## src/rtl/text_ci_pkg.sv

```systemverilog
// Shared types and constants for the text controller CI arbiter.
package text_ci_pkg;

  typedef enum logic [1:0] {IDLE, ISSUE, WAIT} ciState_e;

  typedef struct packed {
    logic        valid;
    logic [3:0]  op;
    logic [31:0] data;
    logic        lock;
  } ciReq_t;

  // Text controller CI sub-commands, carried in ciDataA[3:0]
  localparam logic [3:0] FG     = 4'h0;
  localparam logic [3:0] BG     = 4'h1;
  localparam logic [3:0] CHAR   = 4'h2;
  localparam logic [3:0] CLS    = 4'h3;
  localparam logic [3:0] SMALL  = 4'h4;
  localparam logic [3:0] CURSOR = 4'h5;
  localparam logic [3:0] CORR   = 4'h6;
  localparam logic [3:0] INFO   = 4'hF;

  localparam logic [31:0] TIMEOUT_RESP = 32'hDEADDEAD;

endpackage

```

## src/rtl/text_ci_rr_select.sv

```systemverilog
// Combinational 2-way winner select: a held lock pins the grant, otherwise round-robin.
module text_ci_rr_select (
  input  logic [1:0] valid,
  input  logic [1:0] lock,
  input  logic       lastGrant,
  input  logic [1:0] lockOwner,
  output logic [1:0] win
);

  always_comb begin
    win = 2'b00;
    if (lockOwner[0] && lock[0])      win[0] = valid[0];
    else if (lockOwner[1] && lock[1]) win[1] = valid[1];
    else if (valid == 2'b11)          win = lastGrant ? 2'b01 : 2'b10;
    else                              win = valid;
  end

endmodule

```

## src/rtl/text_ci_arbiter.sv

```systemverilog
// Serializes two requesters onto the text controller CI port (round-robin + lock).
// Optional watchdog in WAIT is compiled in with TEXT_ARB_TIMEOUT_EN.
module text_ci_arbiter
  import text_ci_pkg::*;
#(
  parameter logic [7:0] customInstructionNr = 8'd0,
  parameter int         timeoutCycles       = 1024
) (
  input  logic        clock,
  input  logic        resetN,
  input  logic        req0Valid,
  input  logic [3:0]  req0Op,
  input  logic [31:0] req0Data,
  input  logic        req0Lock,
  output logic        req0Ready,
  output logic        rsp0Valid,
  output logic [31:0] rsp0Data,
  input  logic        req1Valid,
  input  logic [3:0]  req1Op,
  input  logic [31:0] req1Data,
  input  logic        req1Lock,
  output logic        req1Ready,
  output logic        rsp1Valid,
  output logic [31:0] rsp1Data,
  output logic [7:0]  ciN,
  output logic [31:0] ciDataA,
  output logic [31:0] ciDataB,
  output logic        ciStart,
  output logic        ciCke,
  input  logic        ciDone,
  input  logic [31:0] ciResult,
  output logic        timeoutErr
);

  ciReq_t [1:0] req;
  ciState_e     state;
  logic [1:0]   valid, lock, win, accept, lockOwner;
  logic         grant, lastGrant, finish, expire;
  logic [31:0]  finData;

  assign req[0] = '{valid: req0Valid, op: req0Op, data: req0Data, lock: req0Lock};
  assign req[1] = '{valid: req1Valid, op: req1Op, data: req1Data, lock: req1Lock};
  assign valid  = {req[1].valid, req[0].valid};
  assign lock   = {req[1].lock, req[0].lock};

  text_ci_rr_select uSel (
    .valid     (valid),
    .lock      (lock),
    .lastGrant (lastGrant),
    .lockOwner (lockOwner),
    .win       (win)
  );

  assign accept    = (state == IDLE && resetN) ? win : 2'b00;
  assign req0Ready = accept[0];
  assign req1Ready = accept[1];
  assign ciN       = customInstructionNr;
  assign ciCke     = resetN;

`ifdef TEXT_ARB_TIMEOUT_EN
  localparam int CW = $clog2(timeoutCycles) + 1;
  logic [CW-1:0] toCnt;

  // Fires on the edge where the WAIT counter reaches timeoutCycles-1
  assign expire = (state == WAIT) && !ciDone && (toCnt == CW'(timeoutCycles - 2));

  always_ff @(posedge clock) begin
    if (!resetN) begin
      toCnt      <= '0;
      timeoutErr <= 1'b0;
    end else begin
      if (|accept)            toCnt <= '0;
      else if (state == WAIT) toCnt <= toCnt + 1'b1;
      if (expire) timeoutErr <= 1'b1;
    end
  end
`else
  assign expire     = 1'b0;
  assign timeoutErr = 1'b0;
`endif

  assign finish  = (state != IDLE) && (ciDone || expire);
  assign finData = ciDone ? ciResult : TIMEOUT_RESP;

  always_ff @(posedge clock) begin
    if (!resetN) begin
      state     <= IDLE;
      ciStart   <= 1'b0;
      rsp0Valid <= 1'b0;
      rsp1Valid <= 1'b0;
      rsp0Data  <= '0;
      rsp1Data  <= '0;
      ciDataA   <= '0;
      ciDataB   <= '0;
      grant     <= 1'b0;
      lastGrant <= 1'b1;
      lockOwner <= 2'b00;
    end else begin
      ciStart   <= 1'b0;
      rsp0Valid <= 1'b0;
      rsp1Valid <= 1'b0;
      case (state)
        IDLE: begin
          // A lock the owner has dropped releases here, not at the next completion
          lockOwner <= lockOwner & lock;
          if (|win) begin
            grant   <= win[1];
            ciDataA <= {28'd0, req[win[1]].op};
            ciDataB <= req[win[1]].data;
            ciStart <= 1'b1;
            state   <= ISSUE;
          end
        end
        default: begin
          if (finish) begin
            if (grant) begin
              rsp1Valid <= 1'b1;
              rsp1Data  <= finData;
            end else begin
              rsp0Valid <= 1'b1;
              rsp0Data  <= finData;
            end
            lastGrant <= grant;
            lockOwner <= (ciDone && lock[grant]) ? (grant ? 2'b10 : 2'b01) : 2'b00;
            state     <= IDLE;
          end else begin
            state <= WAIT;
          end
        end
      endcase
    end
  end

endmodule

```

## config.mk

```make
export PLATFORM = sky130hd
export DESIGN_NAME = text_ci_arbiter
export DESIGN_NICKNAME = d
export VERILOG_FILES = /design/src/rtl/text_ci_pkg.sv /design/src/rtl/text_ci_rr_select.sv /design/src/rtl/text_ci_arbiter.sv
export SDC_FILE = /design/constraint.sdc
export NUM_CORES = 1
export LEC_CHECK = 0
export ABC_AREA = 1
export BUFFER_PORTS_ARGS = -buffer_cell sky130_fd_sc_hd__buf_2
export CAP_MARGIN = 20
export CORE_AREA = 3 3 75 148
export CTS_CLUSTER_DIAMETER = 120
export DETAILED_ROUTE_END_ITERATION = 6
export DIE_AREA = 0 0 78 151
export MAX_ROUTING_LAYER = met4
export PLACE_DENSITY = 0.84
export SYNTH_ARGS = -nofsm -noshare
export SYNTH_HDL_FRONTEND = slang
export SYNTH_SLANG_ARGS = --single-unit
export TNS_END_PERCENT = 100
```

## constraint.sdc

```tcl
create_clock -name clock -period 3.6 [get_ports clock]
set_input_delay 0.18 -clock clock [delete_from_list [all_inputs] [get_ports clock]]
set_output_delay 0.18 -clock clock [all_outputs]
set_load 0.02 [all_outputs]
```

=== After elaboration in Yosys (flattened, before gate mapping) ===
Cells that the tools add are included.

* Bits in registers: 109
* Input port bits: 111
* Output and inout port bits: 143
* Word-level logic and storage cells: 57

* $lt $le $gt $ge: 2
* Equality and inequality tests: 2
* Multiplexer cells: 22
* Bitwise logic cells: 5
* Reduce and logical (&&, ||, !) cells: 15

{| class="wikitable"
|+ Operators with widths
! operator !! number
|-
| $mux 37 || 2
|-
| $mux 32 || 1
|-
| $mux 2 || 10
|-
| $mux 1 || 9
|-
| $reduce_and 2->1 || 3
|-
| $reduce_and 3->1 || 2
|-
| $logic_and 1x1->1 || 5
|-
| $lt 1x2->1 const B || 2
|-
| $not 1->1 || 4
|-
| $reduce_bool 2->1 || 2
|-
| $reduce_or 3->1 || 1
|-
| $and 2x2->2 || 1
|-
| $eq 2x2->1 const B || 1
|-
| $logic_not 2->1 || 1
|-
| $ne 2x1->1 const B || 1
|-
| $reduce_or 2->1 || 1
|}

=== Longest topological paths before layout ===
Gate-level depths: netlist of run 1.

* Depth in word-level cells: 7
* Mapped depth: 12
* Gate-level depth less buffers: 10

=== Cells and area by module ===
A second synthesis of run 1 with hierarchy kept.

* Cells, all modules: 873
* Area total of the unflattened synthesis: 5475.3 um2

{| class="wikitable"
|+ By module, submodules not included
! module !! times used !! cells an instance !! area each (um2) !! seq. area each (um2)
|-
| text_ci_arbiter || 1 || 862 || 5422.7 || 2182.1
|-
| text_ci_rr_select || 1 || 11 || 52.6 || 0.0
|}

=== Least setup slack after synthesis of run 1 ===
OpenSTA, ideal clock, no wires.

* Path kind: flip-flop to flip-flop
* Start point: register state[1]
* End point: register rsp0Data[10]
* Setup time: 0.116 ns
* Arrival time: 1.157 ns
* Data required time: 3.484 ns
* Setup slack: 2.326 ns
* Cell stages (with the launch flop): 9
* Buffers on the path: 2
* Clock period less this slack: 1.274 ns
* Path through: dfxtp_1 nor2_4 inv_2 nand2_1 or2_1 buf_4 buf_6 o21ai_1 a21oi_1

* Longest elaborated chain between the ends: 3
* Elaborated cells between the ends (all ways): 5
* Classes of those cells: bitwise: 1; reduce/logical: 4

{| class="wikitable"
|+ RTL lines
! what !! RTL line !! source
|-
| start: declaration || text_ci_arbiter.sv:36 || <nowiki>ciState_e state;</nowiki>
|-
| start signal: assignment || text_ci_arbiter.sv:87 || <nowiki>state <= IDLE;</nowiki>
|-
| start signal: assignment || text_ci_arbiter.sv:111 || <nowiki>state <= ISSUE;</nowiki>
|-
| start signal: assignment || text_ci_arbiter.sv:125 || <nowiki>state <= IDLE;</nowiki>
|-
| $reduce_bool 2->1 / $logic_not 2->1 (equally long branches) || text_ci_arbiter.sv:82, text_ci_arbiter.sv:102 ||
|-
| $logic_and 1x1->1 / $not 1->1 (equally long branches) || n/a ||
|-
| $reduce_and 3->1 (no line) * || n/a ||
|-
| end signal: assignment || text_ci_arbiter.sv:121 || <nowiki>rsp0Data <= finData;</nowiki>
|-
| end: declaration || text_ci_arbiter.sv:17 || <nowiki>output logic [31:0] rsp0Data,</nowiki>
|}

Mark *: on every way between the ends. The rest lies on a longest branch, timed or not.
A chain may end at the register's enable or synchronous reset.

=== Worst setup path after layout of run 1 ===
* Start point: register lockOwner[0]
* End point: register ciDataB[31]

* Longest elaborated chain between the ends: 4
* Elaborated cells between the ends (all ways): 7
* Classes of those cells: mux: 4; reduce/logical: 3

{| class="wikitable"
|+ RTL lines
! what !! RTL line !! source
|-
| start: declaration || text_ci_arbiter.sv:37 || <nowiki>logic [1:0] valid, lock, win, accept, lockOwner;</nowiki>
|-
| start signal: assignment || text_ci_arbiter.sv:105 || <nowiki>lockOwner <= lockOwner & lock;</nowiki>
|-
| start signal: assignment || text_ci_arbiter.sv:124 || <nowiki>lockOwner <= (ciDone && lock[grant]) ? (grant ? 2'b10 : 2'b01) : 2'b00;</nowiki>
|-
| $logic_and 1x1->1 * || text_ci_rr_select.sv:12 || <nowiki>if (lockOwner[0] && lock[0]) win[0] = valid[0];</nowiki>
|-
| $mux 1 || text_ci_rr_select.sv:12 ||
|-
| $mux 37 (implied by the code) / $reduce_or 2->1 (equally long branches) || text_ci_arbiter.sv:109, text_ci_arbiter.sv:106 ||
|-
| $mux 37 (implied by the code) / $reduce_and 2->1 (equally long branches) || n/a ||
|-
| end signal: assignment || text_ci_arbiter.sv:109 || <nowiki>ciDataB <= req[win[1]].data;</nowiki>
|-
| end: declaration || text_ci_arbiter.sv:27 || <nowiki>output logic [31:0] ciDataB,</nowiki>
|}

Mark *: on every way between the ends. The rest lies on a longest branch, timed or not. The select of a mux whose other input is x is not followed.

==> metrics.csv, run 1 <==
stage;metric;value;unit
status;status;complete, no violations;
worst_hold_path;min_to;state[1];
finish;syn_to_final_growth;24.3;%
finish;fin_util;0.601;
floorplanning;design.portCount;254;
critical_path;setup.worst_path.start_class;register;
placement;placement.io_buffers;216;
routing;drcViolationCount;0;
finish;layout.nets;996;
clock_tree;cts.htree.levels;3;
global_routing;grt_first_pass_wirelength;19200;um
placement;dpl.hpwl;9290;um
floorplanning;core_area;10100;um^2
clock_tree;post-cts-setup-buffers;0;
routing;post_drt_wl_per_cell;12.1;um
worst_hold_path;hold_path.class;in2reg;
power_and_ir_drop;static-leakage-power;0.00332;uW
worst_hold_path;hold_path.startpoint;ciDone;
routing;drt-pass1-iter-count;5;
yosys;postSynth.asyncResetShare;0;
clock_tree;tritoncts;yes;
critical_path;worst_reg2reg_path_length_in_cells;9;
clock_tree;source_to_sink_clock_delay_at_the_later_pin_of_the_worst_skew_pair;0.34;ns
global_routing;antenna_found_initial;0;
yosys;post_synthesis_compound_gate_area_fraction;0.132;
yosys;synthAdderAreaFrac;0;
critical_path;timing_worst_setup_path_type;reg2reg;
yosys;postSynthCellCount;695;
finish;insertedDiodeCount;0;
yosys;yosys_warning_total;0;
critical_path;path_max_fanout;44;
timing;timing.fmax;419;MHz
timing;tightestPinTransition;0.824;ns
timing;setup_tns;0;ns
global_routing;grt_start_max_net_pins;68;
yosys;post_synth_and_or_nand_nor_area_fraction;0.235;
yosys;synth_area;4910;um^2
placement;place.gp.congestion;0.849;
clock_tree;cts-resized-gates;0;
yosys;synth_top_family_by_area;simple AND/OR/NAND/NOR gates;
critical_path;regToRegStartpoint;lockOwner[0];
floorplanning;die_area;11800;um^2
timing;final_min_period_over_clock_period;0.662;
critical_path;crit-reg2reg-capture;ciDataB[31];
routing;dr_total_vias;4623;
yosys;synth_mux_area_frac;0;
critical_path;worst-r2r-setup-slack;1.22;ns
routing;via_per_inst;4.51;
floorplanning;die_h;151;um
floorplanning;start_util;0.483;
clock_tree;clockBufferDepth;2;
clock_tree;cts-buffers-inserted;9;
power_and_ir_drop;ir_drop;431;uV
timing;rsz_0062_raised_after_global_routing;no;
yosys;synthXorXnorAreaFrac;0;
floorplanning;rows;52;
global_routing;grt.total_usage;0.208;
clock_tree;clkSlewWorstSetupHoldPaths;0.07;ns
power_and_ir_drop;power_density;480;nW/um^2
critical_path;worst_ep_arrival_time;2.61;ns
critical_path;worst_ep_required_time;3.83;ns
routing;antenna_left;0;
global_routing;grt_overflow;0;
clock_tree;cts.hold.buffers_added;0;
global_routing;first_global_vias;4266;
clock_tree;cts_root_buf;clkbuf_16;
timing;finalHoldViolations;0;
timing;setup_violations;0;
timing;slew-limit-headroom;0.451;
yosys;synth-edff-count;0;
timing;period_minus_slack;2.38;ns
critical_path;timing.critical_path.to_type;register;
yosys;part_of_the_yosys_area_used_for_sequential_elements;0.445;
clock_tree;cts.sink_count;109;
timing;slew_limit_fails;0;
yosys;synthDistinctLibCells;25;
floorplanning;width_of_the_chip;78;um
routing;drt_iter0_markers;158;
yosys;syn_avg_cell_area;7.06;um^2
worst_hold_path;hold-path-cell-count;2;
yosys;postSynthRegisterBits;109;
finish;drive_above_1_share;0.276;
routing;route.final.wire_length;12400;um
run;drv_cap;0;
timing;finClkSkew;0.0102;ns
yosys;synth_top_flop_cell;dfxtp_1;
==> layout by cell type, fill, tap and decap left out <==
master,n
a22o_1,9
nand3_2,1
o2111ai_1,1
or2_2,1
a21oi_1,56
nor3_1,2
clkinv_8,1
clkinv_4,4
nand2_1,163
o21ai_0,36
inv_6,1
buf_2,216
nor2_4,1
buf_16,1
nand2_2,1
dfxtp_1,109
conb_1,37
o21ai_1,20
clkbuf_1,1
and2_4,1
buf_4,5
clkbuf_16,9
nand4_1,1
inv_1,96
inv_2,3
nor2_1,76
nand3_1,37
nand2_4,1
==> worst max path at each step <==
stage,start,endpoint,cells after the start
2_1_floorplan,state[1],rsp0Data[10],8
3_3_place_gp,req0Lock,ciDataB[2],10
3_5_place_dp,lockOwner[0],ciDataB[31],9
4_1_cts,lockOwner[0],ciDataB[31],9
5_1_grt,lockOwner[0],ciDataA[0],9
6_report,lockOwner[0],ciDataB[31],9
==> stage by stage <==
step / setup WS (ns) / area [um^2] / hold slack [ns] / power (uW) / instances
after global routing: 0.949 / 6100 / 0.0368 / 3090 / 1025
after floorplan: 2.33 / 5040 / 0.259 / 1850 / 731
final: 1.22 / 6100 / 0.0557 / 2920 / 1025
after detailed placement: 1.21 / 5780 / 0.397 / 2010 / 1008
after global placement: 1.31 / 5780 / 0.394 / 2000 / 1008
after CTS: 1.20 / 6070 / 0.0423 / 2960 / 1024
==> where the power goes <==
group / total [uW] / internal, uW / switching [uW]
Combinational: 638 / 209 / 429
Clock: 940 / 484 / 456
Sequential: 1350 / 1300 / 45.9
==> layer usage <==
layer | global-route usage | wire length [um] | vias to the layer above
met5 | - | 0 | -
met2 | 0.377 | 6540 | 187
met4 | 0.0736 | 268 | 0
met1 | 0.217 | 4740 | 1980
li1 | - | - | 2438
met3 | 0.0494 | 854 | 18
==> state kept, by name, summed over array words and instances, names as in the netlist <==
signal and count:
rsp0Data 32, state 2, rsp1Data 32, ciStart 1
lastGrant 1, rsp0Valid 1, lockOwner 2, rsp1Valid 1
ciDataA 4, ciDataB 32, grant 1
==> critical path: stages, from the launching register on <==
cell and delay, ns:
dfxtp_1 0.33, nand2_1 0.06, and2_4 0.26, nand2_4 0.37, nand2_1 0.13, nand2_2 0.42
buf_4 0.47, nand2_1 0.10, nand2_1 0.08, nor2_1 0.04
==> area by class of cell <==
type                       instances  area [um^2]
sequential                       109         2180
tap                              135          169
clock buffer                      10          229
inverter                          99          372
fill                            1000         4050
clock inverter                     6         60.1
timing repair buffer             222         1150
multi-input combinational        444         1940
==> cells by family after synthesis <==
| kind of cell | count (synthesis) |
|---|---|
| DFF | 109 |
| AOI/OAI and AO/OA | 122 |
| other | 1 |
| and+or+nand+nor | 285 |
| buffers and inverters | 178 |
==> cell usage after synthesis, types with 2 or more instances <==
library cell,count,area share
dfxtp_1,109,0.44
buf_2,15,0.015
nor2_1,76,0.058
inv_2,3,0.0023
a22o_1,9,0.016
buf_6,10,0.023
clkbuf_1,9,0.0069
nand3_1,37,0.038
buf_1,3,0.0023
a21oi_1,56,0.057
o21ai_1,20,0.020
nand2_1,163,0.12
buf_4,42,0.064
o21ai_0,36,0.037
inv_1,96,0.073
nor3_1,2,0.0020
Note: power is estimated with default switching activity, not from simulation.
==> inputs of run 2 (changes only) <==
--- a/config.mk
+++ b/config.mk
@@ -8,12 +8,12 @@
 export ABC_AREA = 1
 export BUFFER_PORTS_ARGS = -buffer_cell sky130_fd_sc_hd__buf_2
 export CAP_MARGIN = 20
-export CORE_AREA = 3 3 75 148
+export CORE_AREA = 3 3 78 153
 export CTS_CLUSTER_DIAMETER = 120
 export DETAILED_ROUTE_END_ITERATION = 6
-export DIE_AREA = 0 0 78 151
+export DIE_AREA = 0 0 81 156
 export MAX_ROUTING_LAYER = met4
-export PLACE_DENSITY = 0.84
+export PLACE_DENSITY = 0.79
 export SYNTH_ARGS = -nofsm -noshare
 export SYNTH_HDL_FRONTEND = slang
 export SYNTH_SLANG_ARGS = --single-unit
==> constraint.sdc (replaced) <==
create_clock -name clock -period 2.4 [get_ports clock]
set_input_delay 0.12 -clock clock [delete_from_list [all_inputs] [get_ports clock]]
set_output_delay 0.12 -clock clock [all_outputs]
set_load 0.02 [all_outputs]
==> run 2 against run 1 <==
- wire length grew 0.79%
- register-to-register slack lost 0.51 ns
- clock power grew 54%
- utilization shrank 3.9 points
- die area grew 7.3%
- via count grew 1.2%
- critical path type is now reg2out
- highest routed layer unchanged
==> metrics.csv, run 2 (synthesis gave the netlist of run 1 again) <==
stage;metric;value;unit
status;status;complete, no violations;
critical_path;setup.worst_path.start;lockOwner[1];
routing;dr_total_vias;4677;
clock_tree;cts-resized-gates;0;
critical_path;regToRegStartpoint;lockOwner[1];
timing;finalHoldViolations;0;
finish;final_common_cell;buf_2;
placement;dpl_cell_area;5830;um^2
routing;drt-pass1-iter-count;4;
placement;dp_slack;0.707;ns
critical_path;worst_ep_required_time;2.28;ns
finish;syn_to_final_growth;25.3;%
power_and_ir_drop;static-leakage-power;0.00335;uW
clock_tree;cts.htree.levels;3;
timing;timing.fmax;554;MHz
finish;mostFrequentLayoutCells;buf_2, nand2_1, dfxtp_1, inv_1, nor2_1;
critical_path;worst_reg2reg_path_length_in_cells;9;
critical_path;timing.critical_path.to_type;output port;
routing;drt_iter0_markers;186;
global_routing;antenna_found_initial;0;
placement;dpl.hpwl;9270;um
timing;hold_slack;0.0175;ns
floorplanning;die_h;156;um
placement;placement.io_buffers;216;
timing;rsz_0062_raised_after_global_routing;no;
timing;finClkSkew;0.0105;ns
finish;filler_cell_count;1124;
routing;antenna_left;0;
critical_path;timing_worst_setup_path_type;reg2out;
worst_hold_path;hold_path.class;in2reg;
routing;via_per_inst;4.52;
routing;drcViolationCount;0;
timing;minimum_setup_slack_in_the_final_design;0.595;ns
finish;drive_above_1_share;0.277;
routing;route.final.wire_length;12500;um
timing;setup_violations;0;
finish;final_area;6150;um^2
global_routing;grt.total_usage;0.197;
clock_tree;cts.sink_count;109;
clock_tree;clockBufferDepth;2;
global_routing;grt_overflow;0;
global_routing;grt_start_max_net_pins;73;
clock_tree;source_to_sink_clock_delay_at_the_later_pin_of_the_worst_skew_pair;0.34;ns
power_and_ir_drop;ir_drop;474;uV
timing;slew_limit_fails;0;
floorplanning;rows;54;
critical_path;setup.worst_path.start_class;register;
floorplanning;design.portCount;254;
global_routing;first_global_vias;4097;
run;drv_cap;0;
timing;period_minus_slack;1.81;ns
clock_tree;cts_root_buf;clkbuf_16;
power_and_ir_drop;power_density;722;nW/um^2
finish;insertedDiodeCount;0;
critical_path;worst_ep_arrival_time;1.69;ns
floorplanning;die_area;12600;um^2
critical_path;crit-reg2reg-capture;ciDataB[9];
timing;setup_tns;0;ns
clock_tree;clkSlewWorstSetupHoldPaths;0.08;ns
critical_path;worst-r2r-setup-slack;0.71;ns
floorplanning;start_util;0.448;
finish;layout.nets;1000;
routing;post_drt_wl_per_cell;12.1;um
critical_path;critPathCapture;req1Ready;
placement;place.gp.congestion;0.753;
floorplanning;core_area;10900;um^2
finish;layout_top_registers;ciDataB x32, rsp0Data x32, rsp1Data x32;
clock_tree;cts-buffers-inserted;9;
clock_tree;tritoncts;yes;
global_routing;grt_first_pass_wirelength;19100;um
critical_path;path_max_fanout;37;
floorplanning;width_of_the_chip;81;um
timing;final_min_period_over_clock_period;0.752;
run 2: how the worst min path moves through the flow:
| stage | start | end | slack [ns] | cells after the start |
|---|---|---|---|---|
| global route | ciResult[27] | rsp1Data[27] | 0.002 | 2 |
| floorplan | ciDone | state[1] | 0.20 | 1 |
| global placement | ciDone | state[1] | 0.32 | 2 |
| finish | ciResult[29] | rsp1Data[29] | 0.02 | 2 |
| detailed placement | ciDone | state[1] | 0.33 | 2 |
| CTS | req0Lock | lockOwner[0] | 0.008 | 3 |
run 2: layout make-up:
class | instances | area, um^2 | area share
sequential | 109 | 2180 | 0.355
multi-input combinational | 444 | 1940 | 0.315
timing repair buffer | 226 | 1190 | 0.193
inverter | 99 | 372 | 0.0605
clock buffer | 9 | 225 | 0.0366
tap | 140 | 175 | 0.0285
clock inverter | 7 | 65.1 | 0.0106
run 2: worst max-delay path, stage by stage, from the launching register on:
cell and delay, ns:
dfxtp_1 0.36, nand2_1 0.08, nand3_2 0.10, buf_4 0.37, nand4_1 0.18, inv_1 0.08, buf_2 0.17
run 2: repair_timing:
item,CTS,global route
hold buffers,3,0
buffers inserted,0,0
hold endpoints to repair,3,0
run 2: stage by stage:
step | instances | power, uW | utilization
2_1_floorplan | 731 | 2780 | -
3_3_place_gp | 1015 | 3020 | 0.532
3_5_place_dp | 1015 | 3040 | 0.532
4_1_cts | 1034 | 4490 | 0.562
5_1_grt | 1034 | 4700 | 0.562
6_report | 1034 | 4440 | 0.562
run 2: power breakdown:
| group | internal, uW | leakage (uW) | switching [uW] | total [uW] |
|---|---|---|---|---|
| sequential | 1950 | 0.000893 | 64.9 | 2020 |
| clock | 731 | 0.000145 | 715 | 1450 |
| combinational | 326 | 0.00231 | 649 | 975 |
| total | 3010 | 0.00335 | 1430 | 4440 |
run 2: routing by layer:
metal	track usage	vias up	part of all wire
li1	-	2455	-
met1	0.221	2031	0.39
met2	0.346	175	0.53
met3	0.0312	16	0.057
met4	0.0669	0	0.021
met5	-	-	0
